## config.mk

```make
export PLATFORM = sky130hd
export DESIGN_NAME = fetch_unit_flat
export DESIGN_NICKNAME = d
export VERILOG_FILES = /design/src/rtl/fetch_unit_if.sv /design/src/rtl/fetch_unit.sv /design/src/flat_wrapper.sv
export SDC_FILE = /design/constraint.sdc
export NUM_CORES = 1
export LEC_CHECK = 0
export ABC_AREA = 1
export CORE_MARGIN = 5
export CORE_UTILIZATION = 57
export CTS_BUF_LIST = sky130_fd_sc_hd__clkbuf_4 sky130_fd_sc_hd__clkbuf_8 sky130_fd_sc_hd__clkbuf_16
export CTS_CLUSTER_SIZE = 8
export DETAILED_ROUTE_END_ITERATION = 10
export DONT_BUFFER_PORTS = 1
export PLACE_DENSITY = 0.75
export SETUP_SLACK_MARGIN = 0.4
export SYNTH_ARGS = -nofsm -noshare
export SYNTH_HDL_FRONTEND = slang
export SYNTH_SLANG_ARGS = --single-unit
```

## constraint.sdc

```tcl
create_clock -name i_CLK -period 1.9 [get_ports i_CLK]
set_clock_uncertainty 0.15 [all_clocks]
set_input_delay 0.475 -clock i_CLK [delete_from_list [all_inputs] [get_ports i_CLK]]
set_output_delay 0.475 -clock i_CLK [all_outputs]
set_load 0.01 [all_outputs]
```

## src/rtl/fetch_unit_if.sv

```systemverilog
// rtl/fetch_unit_if.sv - fetch stage bus: decode control, instruction memory port, status outputs
interface fetch_unit_if;
  logic [31:0] i_PC;
  logic        i_STALL;
  logic        i_FLUSH;
  logic        o_IMEM_REQ;
  logic [31:0] o_IMEM_ADDR;
  logic        i_IMEM_ACK;
  logic [31:0] i_IMEM_RDATA;
  logic [31:0] o_INSTRUCTION;
  logic        o_EN;
  logic        o_FETCH_ERR;
  logic [1:0]  o_ERR_CAUSE;
  logic        o_BUSY;

  modport master (
    input  i_PC, i_STALL, i_FLUSH, i_IMEM_ACK, i_IMEM_RDATA,
    output o_IMEM_REQ, o_IMEM_ADDR, o_INSTRUCTION, o_EN, o_FETCH_ERR, o_ERR_CAUSE, o_BUSY
  );

  modport slave (
    output i_PC, i_STALL, i_FLUSH, i_IMEM_ACK, i_IMEM_RDATA,
    input  o_IMEM_REQ, o_IMEM_ADDR, o_INSTRUCTION, o_EN, o_FETCH_ERR, o_ERR_CAUSE, o_BUSY
  );
endinterface

```

## src/rtl/fetch_unit.sv

```systemverilog
// rtl/fetch_unit.sv - instruction fetch stage: req/ack memory read, hold word for decode, flush and error handling
module fetch_unit #(
  parameter int          TIMEOUT = 16,
  parameter logic [31:0] NOP     = 32'h00000013
) (
  input  logic          i_CLK,
  input  logic          i_RST,
  fetch_unit_if.master  bus
);

  typedef enum logic [1:0] {
    S_REQ   = 2'd0,
    S_VALID = 2'd1,
    S_ERR   = 2'd2
  } state_t;

  localparam logic [15:0] TO_LAST = 16'(TIMEOUT - 1);

  state_t      state_q, state_d;
  logic [15:0] cnt_q, cnt_d;
  logic [31:0] instr_q, instr_d;
  logic        err_q, err_d;
  logic [1:0]  cause_q, cause_d;
  logic        req;
  logic        en;
  logic        pc_misaligned;

  assign pc_misaligned = (bus.i_PC[1:0] != 2'b00);

  always_ff @(posedge i_CLK or posedge i_RST) begin
    if (i_RST) begin
      state_q <= S_REQ;
      cnt_q   <= 16'd0;
      instr_q <= NOP;
      err_q   <= 1'b0;
      cause_q <= 2'b00;
    end else begin
      state_q <= state_d;
      cnt_q   <= cnt_d;
      instr_q <= instr_d;
      err_q   <= err_d;
      cause_q <= cause_d;
    end
  end

  always_comb begin
    state_d = state_q;
    cnt_d   = cnt_q;
    instr_d = instr_q;
    err_d   = err_q;
    cause_d = cause_q;
    req     = (state_q == S_REQ) && !pc_misaligned && !bus.i_FLUSH;
    en      = (state_q == S_VALID) && !bus.i_STALL && !bus.i_FLUSH;

    // Flush outranks everything, including a same-cycle ack or timeout expiry.
    if (bus.i_FLUSH) begin
      state_d = S_REQ;
      cnt_d   = 16'd0;
      err_d   = 1'b0;
      cause_d = 2'b00;
    end else begin
      case (state_q)
        S_REQ: begin
          if (pc_misaligned) begin
            state_d = S_ERR;
            cnt_d   = 16'd0;
            err_d   = 1'b1;
            cause_d = 2'b01;
          end else if (bus.i_IMEM_ACK) begin
            state_d = S_VALID;
            cnt_d   = 16'd0;
            instr_d = bus.i_IMEM_RDATA;
          end else if ((TIMEOUT != 0) && (cnt_q == TO_LAST)) begin
            state_d = S_ERR;
            cnt_d   = 16'd0;
            err_d   = 1'b1;
            cause_d = 2'b10;
          end else if (cnt_q != 16'hFFFF) begin
            cnt_d = cnt_q + 16'd1;
          end
        end
        S_VALID: begin
          if (en) begin
            state_d = S_REQ;
          end
        end
        S_ERR: begin
          state_d = S_ERR;
        end
        default: begin
          state_d = S_REQ;
        end
      endcase
    end
  end

  assign bus.o_IMEM_REQ    = req;
  assign bus.o_IMEM_ADDR   = {bus.i_PC[31:2], 2'b00};
  assign bus.o_INSTRUCTION = instr_q;
  assign bus.o_EN          = en;
  assign bus.o_FETCH_ERR   = err_q;
  assign bus.o_ERR_CAUSE   = cause_q;
  assign bus.o_BUSY        = (state_q == S_REQ);

endmodule

```

## src/flat_wrapper.sv

```systemverilog
// flat-port wrapper written by rule: the top's interface ports become plain ports
module fetch_unit_flat 
#(
  parameter int          TIMEOUT = 16,
  parameter logic [31:0] NOP     = 32'h00000013
)
  (i_CLK, i_RST, bus_i_PC, bus_i_STALL, bus_i_FLUSH, bus_i_IMEM_ACK, bus_i_IMEM_RDATA, bus_o_IMEM_REQ, bus_o_IMEM_ADDR, bus_o_INSTRUCTION, bus_o_EN, bus_o_FETCH_ERR, bus_o_ERR_CAUSE, bus_o_BUSY);
  fetch_unit_if bus_i ();
  input  logic i_CLK;
  input  logic i_RST;
  input wire logic [$bits(bus_i.i_PC)-1:0] bus_i_PC;
  input wire logic [$bits(bus_i.i_STALL)-1:0] bus_i_STALL;
  input wire logic [$bits(bus_i.i_FLUSH)-1:0] bus_i_FLUSH;
  input wire logic [$bits(bus_i.i_IMEM_ACK)-1:0] bus_i_IMEM_ACK;
  input wire logic [$bits(bus_i.i_IMEM_RDATA)-1:0] bus_i_IMEM_RDATA;
  output wire logic [$bits(bus_i.o_IMEM_REQ)-1:0] bus_o_IMEM_REQ;
  output wire logic [$bits(bus_i.o_IMEM_ADDR)-1:0] bus_o_IMEM_ADDR;
  output wire logic [$bits(bus_i.o_INSTRUCTION)-1:0] bus_o_INSTRUCTION;
  output wire logic [$bits(bus_i.o_EN)-1:0] bus_o_EN;
  output wire logic [$bits(bus_i.o_FETCH_ERR)-1:0] bus_o_FETCH_ERR;
  output wire logic [$bits(bus_i.o_ERR_CAUSE)-1:0] bus_o_ERR_CAUSE;
  output wire logic [$bits(bus_i.o_BUSY)-1:0] bus_o_BUSY;
  assign bus_i.i_PC = bus_i_PC;
  assign bus_i.i_STALL = bus_i_STALL;
  assign bus_i.i_FLUSH = bus_i_FLUSH;
  assign bus_i.i_IMEM_ACK = bus_i_IMEM_ACK;
  assign bus_i.i_IMEM_RDATA = bus_i_IMEM_RDATA;
  assign bus_o_IMEM_REQ = bus_i.o_IMEM_REQ;
  assign bus_o_IMEM_ADDR = bus_i.o_IMEM_ADDR;
  assign bus_o_INSTRUCTION = bus_i.o_INSTRUCTION;
  assign bus_o_EN = bus_i.o_EN;
  assign bus_o_FETCH_ERR = bus_i.o_FETCH_ERR;
  assign bus_o_ERR_CAUSE = bus_i.o_ERR_CAUSE;
  assign bus_o_BUSY = bus_i.o_BUSY;
  fetch_unit #(.TIMEOUT(TIMEOUT), .NOP(NOP)) u_core (.i_CLK(i_CLK), .i_RST(i_RST), .bus(bus_i));
endmodule
```

* Word-level counts from Yosys, hierarchy flattened
Index checks and enable logic that the tools add are counted.
W data, S select, Z words.
** Word-level totals
- Register bits after elaboration :: 53
- Bits of input ports :: 69
- Output and inout bits :: 70
- Word-level logic and storage cells :: 52
** Cells by class
- Add/subtract/negate cells :: 1
- Equality and inequality tests :: 7
- Mux-type cells :: 21
- Bitwise operators :: 2
- Reductions and logical operators :: 16
** Operators by type and width (number)
- $mux W16 :: 6
- $mux W2 :: 9
- $add A16 B1 Y16 const B :: 1
- $eq A16 B4 Y1 const B :: 1
- $ne A16 B16 Y1 const B :: 1
- $pmux W2 S3 :: 1
- $mux W1 :: 5
- $ne A5 B3 Y1 const B :: 1
- $reduce_bool A5 Y1 :: 1
- $logic_and A1 B1 Y1 :: 4
- $reduce_and A2 Y1 :: 2
- $reduce_and A4 Y1 :: 1
- $reduce_bool A2 Y1 :: 2
- $logic_not A1 Y1 :: 3
- $ne A3 B2 Y1 const B :: 1
- $ne A3 B3 Y1 const B :: 1
- $reduce_and A3 Y1 :: 1
- $reduce_bool A3 Y1 :: 1
- $eq A2 B1 Y1 const B :: 1
- $eq A2 B2 Y1 const B :: 1
- $logic_not A2 Y1 :: 1
- $not A1 Y1 :: 2

* Depth between registers and ports, before layout
Gate-level depths: netlist of run 1.
- Word-level depth :: 7
- Depth in mapped cells :: 11
- Mapped depth without buffers :: 10

* Worst setup path after synthesis of run 1
OpenSTA, ideal clock, no wires.
- Path kind :: input to register
- Start :: input port bus_i_PC[1]
- End :: register u_core.instr_q[11], in the netlist u_core.bus.o_INSTRUCTION[11]
- Library setup time :: 128 ps
- Arrival :: 1444 ps
- Data required time :: 1622 ps
- Setup slack :: 179 ps
- Cell stages on the path :: 6
- Path buffers :: 1
- Cells stage by stage :: nor2_2 > nand2_2 > nor2_4 > nand2_2 > buf_2 > mux2_1
** Between the ends
- Word-level cells in the longest chain between the ends :: 3
** Ends and longest elaborated chain
- start: declaration :: line flat_wrapper.sv:11 : input wire logic [$bits(bus_i.i_PC)-1:0] bus_i_PC;
- $reduce_bool A2 Y1 :: line fetch_unit.sv:28 : assign pc_misaligned = (bus.i_PC[1:0] != 2'b00);
- $not A1 Y1 (no line)
- $reduce_and A4 Y1 (no line)
- end signal: assignment :: line fetch_unit.sv:40 : instr_q <= instr_d;
- end: declaration :: line fetch_unit.sv:21 : logic [31:0] instr_q, instr_d;
Every way passes these cells.
A chain may end at the register's enable or synchronous reset.

* Worst setup path in the final report of run 1
- Start :: register u_core.cnt_q[6]
- End :: register u_core.cnt_q[1]
** Between the ends
- Word-level cells in the longest chain between the ends :: 6
- Elaborated cells on any way between the ends :: 9
- Those cells by class :: 2 x eq/ne; 5 x mux; 2 x reduce/logical
** Ends and longest elaborated chain
- start: declaration :: line fetch_unit.sv:20 : logic [15:0] cnt_q, cnt_d;
- start signal: assignment :: line fetch_unit.sv:39 : cnt_q <= cnt_d;
- $eq A16 B4 Y1 :: line fetch_unit.sv:73 : end else if ((TIMEOUT != 0) && (cnt_q == TO_LAST)) begin
- $mux W16 :: line fetch_unit.sv:73
- $mux W16 :: line fetch_unit.sv:69 : end else if (bus.i_IMEM_ACK) begin
- $mux W16 :: line fetch_unit.sv:64 : if (pc_misaligned) begin
- $mux W16 :: line fetch_unit.sv:62 : case (state_q)
- $mux W16 :: line fetch_unit.sv:56 : if (bus.i_FLUSH) begin
Parallel ways exist; a longest one is shown, timed or not. The select of a mux whose other input is x is not followed.

==> results of run 1 <==
[layout by cell type (no fill, tap or decap), drive strengths merged]
cell	Yosys	routed
a21oi	2	2
buf	39	25
bufinv	0	1
clkbuf	0	5
clkinvlp	0	1
conb	1	2
dfrtp	50	50
dfstp	3	3
dlygate4sd3	0	1
ha	1	1
inv	16	18
mux2	32	32
nand2	91	95
nand3	12	13
nand4	7	7
nor2	41	41
nor3	1	1
nor4	1	1
o21ai	8	8
o21bai	1	1
xnor2	3	3
xor2	4	4
[power by group through the flow]
stage	registers, mW	clock network, mW	logic, mW
after floorplan	1.56	0	0.347
after global placement	1.61	0	0.310
after detailed placement	1.61	0	0.326
after CTS	1.59	0.809	0.418
after global routing	1.62	0.871	0.487
final	1.59	0.805	0.443
[metrics by stage]
stage               utilization (%)  hold WS (ns)  std cells  total power, mW  instance area [um2]
finish                         71.6        0.0807        382             2.84                 3420
global route                   71.6        0.0625        382             2.98                 3420
CTS                            67.8        0.0740        376             2.82                 3240
detailed placement             57.2         0.293        346             1.94                 2740
global placement               57.2         0.290        346             1.92                 2740
floorplan                         -         0.353        314             1.91                 2910
[critical path, delay by kind of cell, from the launching register on]
kind            cells  cell delay (ns)
buf+inv             2             0.28
simple gates        7             0.71
compound gates      1             0.07
flops               1             0.49
[synthesized netlist by cell type, types with 2 or more instances]
cell type	number	area (um2)
nand3_1	11	55.1
nand2_2	4	25.0
xnor2_1	3	26.3
buf_2	4	20.0
nor2_1	36	135
nand4_1	7	43.8
a21oi_1	2	10.0
dfrtp_1	50	1250
mux2_2	26	293
nor2_2	3	18.8
mux2_1	6	67.6
buf_4	33	248
buf_6	2	22.5
nand2_1	86	323
dfstp_2	3	78.8
o21ai_0	6	30.0
nor2_4	2	22.5
o21ai_1	2	10.0
xor2_1	4	35.0
inv_1	14	52.6
[final cells by class]
| cell class | count | area [um2] |
|---|---|---|
| clock buffer | 5 | 68.8 |
| clock inverter | 3 | 47.5 |
| fill | 306 | 1360 |
| inverter | 16 | 78.8 |
| multi-input combinational | 211 | 1500 |
| sequential | 53 | 1340 |
| tap | 67 | 83.8 |
| timing repair buffer | 26 | 295 |
| timing repair inverter | 1 | 11.3 |
[cells by family after synthesis]
family          synth area share, %
simple gates                   23.1
buf+inv                        12.5
flops                          46.9
mux                            12.7
compound gates                 2.03
xor+xnor                       2.16
fa+ha+maj                     0.441
other cells                   0.132
[final timing paths]
kind | to | cells after the start | slack, ns | startpoint
setup / recovery | u_core.cnt_q[1] | 10 | 0.12 | u_core.cnt_q[6]
max in group asynchronous | u_core.bus.o_INSTRUCTION[1] | 3 | 0.75 | i_RST
hold reg to reg | u_core.cnt_q[4] | 2 | 0.42 | u_core.cnt_q[4]
setup reg to reg | u_core.cnt_q[1] | 10 | 0.12 | u_core.cnt_q[6]
min in group asynchronous | u_core.bus.o_INSTRUCTION[16] | 3 | 0.55 | i_RST
hold / removal | u_core.state_q[1] | 1 | 0.08 | bus_i_FLUSH
[per-layer routing]
metal	up-vias	part of all wire [%]	wire [um]	GRT usage, %
li1	975	-	-	-
met1	1100	37	2740	26.1
met4	0	3.5	257	10.1
met2	130	50	3710	35.4
met5	-	0	0	0
met3	38	9.1	675	9.19
[flip-flops by register name (all words and copies together), names as in the netlist]
| signal | cells |
|---|---|
| u_core.bus.o_ERR_CAUSE | 2 |
| u_core.cnt_q | 16 |
| u_core.bus.o_FETCH_ERR | 1 |
| u_core.state_q | 2 |
| u_core.bus.o_INSTRUCTION | 32 |
[repair_timing]
item | 4_1_cts | 5_1_grt
endpoints found under the hold margin | 50 | 0
pin swaps | 14 | 17
setup endpoints to repair | 58 | 58
setup buffers | 14 | 6
resized for setup | 43 | 41
cloned | 7 | 0
hold buffers | 1 | 0
==> metrics.md, run 1 <==
| Metric | Value |
|---|---|
| Drt first pass iters | `4` |
| Status | `complete, no violations` |
| #FFs+latches synth | `53` |
| Leak pwr | `1.48 nW` |
| Clk pin slew, worst setup/hold paths | `0.10 ns` |
| Clock Sinks | `53` |
| Worst Path Arrival | `1.87 ns` |
| Syn Area/Cell | `9.05 um2` |
| Total GRT Usage | `22.2%` |
| Antenna violations before repair | `0` |
| Die Area | `6480 um2` |
| Cell row count | `25` |
| Die Wd | `80.5 um` |
| Clock share of power | `28.4%` |
| Combinational power share | `15.6%` |
| Nets | `384` |
| CTS root buf | `clkbuf_8` |
| Vias in the first global route | `2283` |
| Seq pwr share | `56.0%` |
| First-pass GRT wire length | `11000 um` |
| Initial drt markers | `261` |
| Remaining antenna violation count | `0` |
| Final Max Slew Viols | `0` |
| Register area share after synthesis | `46.9%` |
| I/O pin cnt | `139` |
| Crit. End Element | `register` |
| Worst EP required | `1.99 ns` |
| Slowest cell on crit path | `dfrtp_1` |
| Synth Flop Type | `dfrtp_1` |
| Sw frac | `29.4%` |
| Post-synth EDFFs | `0` |
| Fmax | `561 MHz` |
| TNS Setup | `0 ns` |
| Starting Density | `59.2%` |
| Buffers on Ports | `0` |
| Core ar. | `4790 um2` |
| Vias | `2243` |
| Die Y | `80.5 um` |
| CTS Buf Count | `5` |
| Largest net degree at the start of global routing | `54` |
| ANT cells | `0` |
| CTS tree | `done` |
| Startpoint types | `register` |
| Final Hold Vio Count | `0` |
| Remaining Overflow, GRT | `0` |
| Setup ws final | `0.118 ns` |
| HP Class | `input pin to register` |
| Power Density | `829 nW/um2` |
| Crit-path max cell delay | `0.49 ns` |
| Library cells used by synthesis | `29` |
| Area Overhead vs Synth | `20.8%` |
| CP max FO | `6` |
| Maximum vdd drop | `959 uV` |
| Via density | `5.87` |
| FFs w/ async S/R, synth | `100%` |
| Routability cong. | `0.856` |
| Cell count after synthesis | `313` |
| Share of cells above drive strength 1 | `44.1%` |
| Drt total wl | `7380 um` |
| Avg WL per Cell | `19.3 um` |
| Post-layout min period | `1.78 ns` |
| Max-cap viol count | `0` |
| Net Switching | `0.833 mW` |
| DRC Markers | `0` |
| Crit path kind | `register to register` |
| Synth warn | `0` |
| Crit-path cells | `nand2_1 > nor2_4 > nand2_4 > nor2_4 > nand3_2 > nand2_4 > buf_12 > buf_12 > nand2_2 > o21ai_1` |
| Internal power | `2.00 mW` |
| Post-DP HPWL | `3920 um` |
| Final Cycle Share | `93.8%` |
| H-tree depth | `2` |
| RSZ-0062 raised after global routing | `true` |
| CTS Buffer Depth | `2` |
| Final setup vio count | `0` |
| Worst-Skew Late Latency | `0.31 ns` |
| Pre-CTS setup slack | `0.0695 ns` |
| Synthesized area | `2830 um2` |
No activity file was read; power rests on OpenSTA's default activity.
==> run 2, diff against run 1 <==
Settings changed: MAX_ROUTING_LAYER set to met4.
==> metrics.md, run 2 (synthesized netlist as in run 1, its figures left out) <==
| Metric | Value |
|---|---|
| Status | `complete, no violations` |
| CTS Buf Count | `5` |
| First-pass GRT wire length | `11000 um` |
| ANT cells | `0` |
| Vias in the first global route | `2278` |
| Vias | `2235` |
| Remaining antenna violation count | `0` |
| Worst Path Arrival | `1.88 ns` |
| Die Wd | `80.5 um` |
| Max reg flops | `32` |
| Antenna violations before repair | `0` |
| Power Density | `827 nW/um2` |
| Final Cycle Share | `94.3%` |
| Final non-filler cell total | `382` |
| Area Overhead vs Synth | `20.8%` |
| Largest net degree at the start of global routing | `54` |
| Share of cells above drive strength 1 | `44.1%` |
| Worst EP required | `1.99 ns` |
| CTS Buffer Depth | `2` |
| Final Hold Vio Count | `0` |
| Most frequent cells in the layout | `61 x nand2_1, 42 x dfrtp_1, 28 x nor2_1, 26 x mux2_2, 20 x nand2_2` |
| Worst-Skew Late Latency | `0.31 ns` |
| Core ar. | `4790 um2` |
| Clock Sinks | `53` |
| Crit. End Element | `register` |
| Total GRT Usage | `22.9%` |
| Drt first pass iters | `4` |
| Die Y | `80.5 um` |
| Cell row count | `25` |
| Max-cap viol count | `0` |
| Placed cell count | `346` |
| Avg WL per Cell | `19.0 um` |
| Nets | `384` |
| Clk pin slew, worst setup/hold paths | `0.10 ns` |
| Crit-path max cell delay | `0.45 ns` |
| Final Max Slew Viols | `0` |
| Crit path kind | `register to register` |
| H-tree depth | `2` |
| CTS tree | `done` |
| Starting Density | `59.2%` |
| Die Area | `6480 um2` |
| Fmax | `558 MHz` |
| Initial drt markers | `187` |
| Leak pwr | `1.48 nW` |
| Post-DP HPWL | `3920 um` |
| I/O pin cnt | `139` |
| DRC Markers | `0` |
| CP delay by family, top | `simple AND/OR/NAND/NOR gates` |
| CTS root buf | `clkbuf_8` |
| Maximum vdd drop | `907 uV` |
| Buffers on Ports | `0` |
| Post-layout min period | `1.79 ns` |
| Commonest non-fill, non-tap cell in the layout | `nand2_1` |
| Drt total wl | `7270 um` |
| RSZ-0062 raised after global routing | `true` |
| HP Class | `input pin to register` |
| Startpoint types | `register` |
| Via density | `5.85` |
| CP max FO | `6` |
| Crit-path cells | `nand2_1 > nor2_2 > nand2_1 > nor2_4 > nand3_2 > nand2_4 > buf_12 > buf_12 > nand2_2 > o21ai_1` |
| Slowest cell on crit path | `dfrtp_2` |
| Remaining Overflow, GRT | `0` |
| Buf+Inv Stages, Crit Path | `2` |
| TNS Setup | `0 ns` |
| Final setup vio count | `0` |
| Routability cong. | `0.869` |
[run 2: worst paths after layout]
path                            startpoint                            to  slack, ns  cells after the start
max reg2reg                u_core.cnt_q[8]               u_core.cnt_q[0]       0.11                     10
min                            bus_i_FLUSH             u_core.state_q[1]       0.08                      1
max in group asynchronous            i_RST   u_core.bus.o_INSTRUCTION[4]       0.76                      3
min in group asynchronous            i_RST  u_core.bus.o_INSTRUCTION[16]       0.56                      3
max                        u_core.cnt_q[8]               u_core.cnt_q[0]       0.11                     10
min reg2reg                u_core.cnt_q[4]               u_core.cnt_q[4]       0.42                      2
[run 2: layout make-up]
cell class	instances	area [um2]
clock buffers	5	68.8
clock inverters	3	47.5
fillers	305	1360
inverters	16	78.8
multi-input cells	211	1500
flip-flops and latches	53	1340
well taps	67	83.8
repair buffers	26	295
repair inverters	1	11.3
[run 2: metrics by stage]
stage / power (mW) / utilization, % / setup slack [ns] / hold WS (ns) / area [um2]
3_3_place_gp: 1.92 / 57.2 / 0.128 / 0.290 / 2740
4_1_cts: 2.82 / 67.8 / 0.158 / 0.0740 / 3240
5_1_grt: 2.97 / 71.6 / 0.0404 / 0.0638 / 3420
6_report: 2.83 / 71.6 / 0.108 / 0.0769 / 3420
3_5_place_dp: 1.94 / 57.2 / 0.0695 / 0.293 / 2740
2_1_floorplan: 1.91 / - / 0.236 / 0.353 / 2910
[run 2: layer usage]
layer	wire length (um)	vias to the layer above	global-route usage [%]
met4	287	0	10.1
met5	0	-	-
met1	2750	1085	27.1
li1	-	975	-
met2	3620	136	35.3
met3	609	39	7.85
[run 2: what timing repair did]
item,CTS,global route
endpoints found under the setup margin,58,58
buffers inserted,14,6
hold buffers,1,0
endpoints found under the hold margin,50,0
pin swaps,14,17
gates resized for setup,43,41
cloned,7,0
[run 2: report_power, final]
group	switching, mW	internal (mW)	total [mW]
clock	0.397	0.403	0.799
sequential	0.244	1.35	1.59
combinational	0.185	0.256	0.441
total	0.826	2.00	2.83
==> run 3, diff against run 2 <==
Settings changed: CTS_CLUSTER_SIZE 8 to 25, MAX_ROUTING_LAYER met4 to not set, SLEW_MARGIN set to 20.
==> results of run 3 <==
Final layout, timing and power as in run 1 (identical DEF).
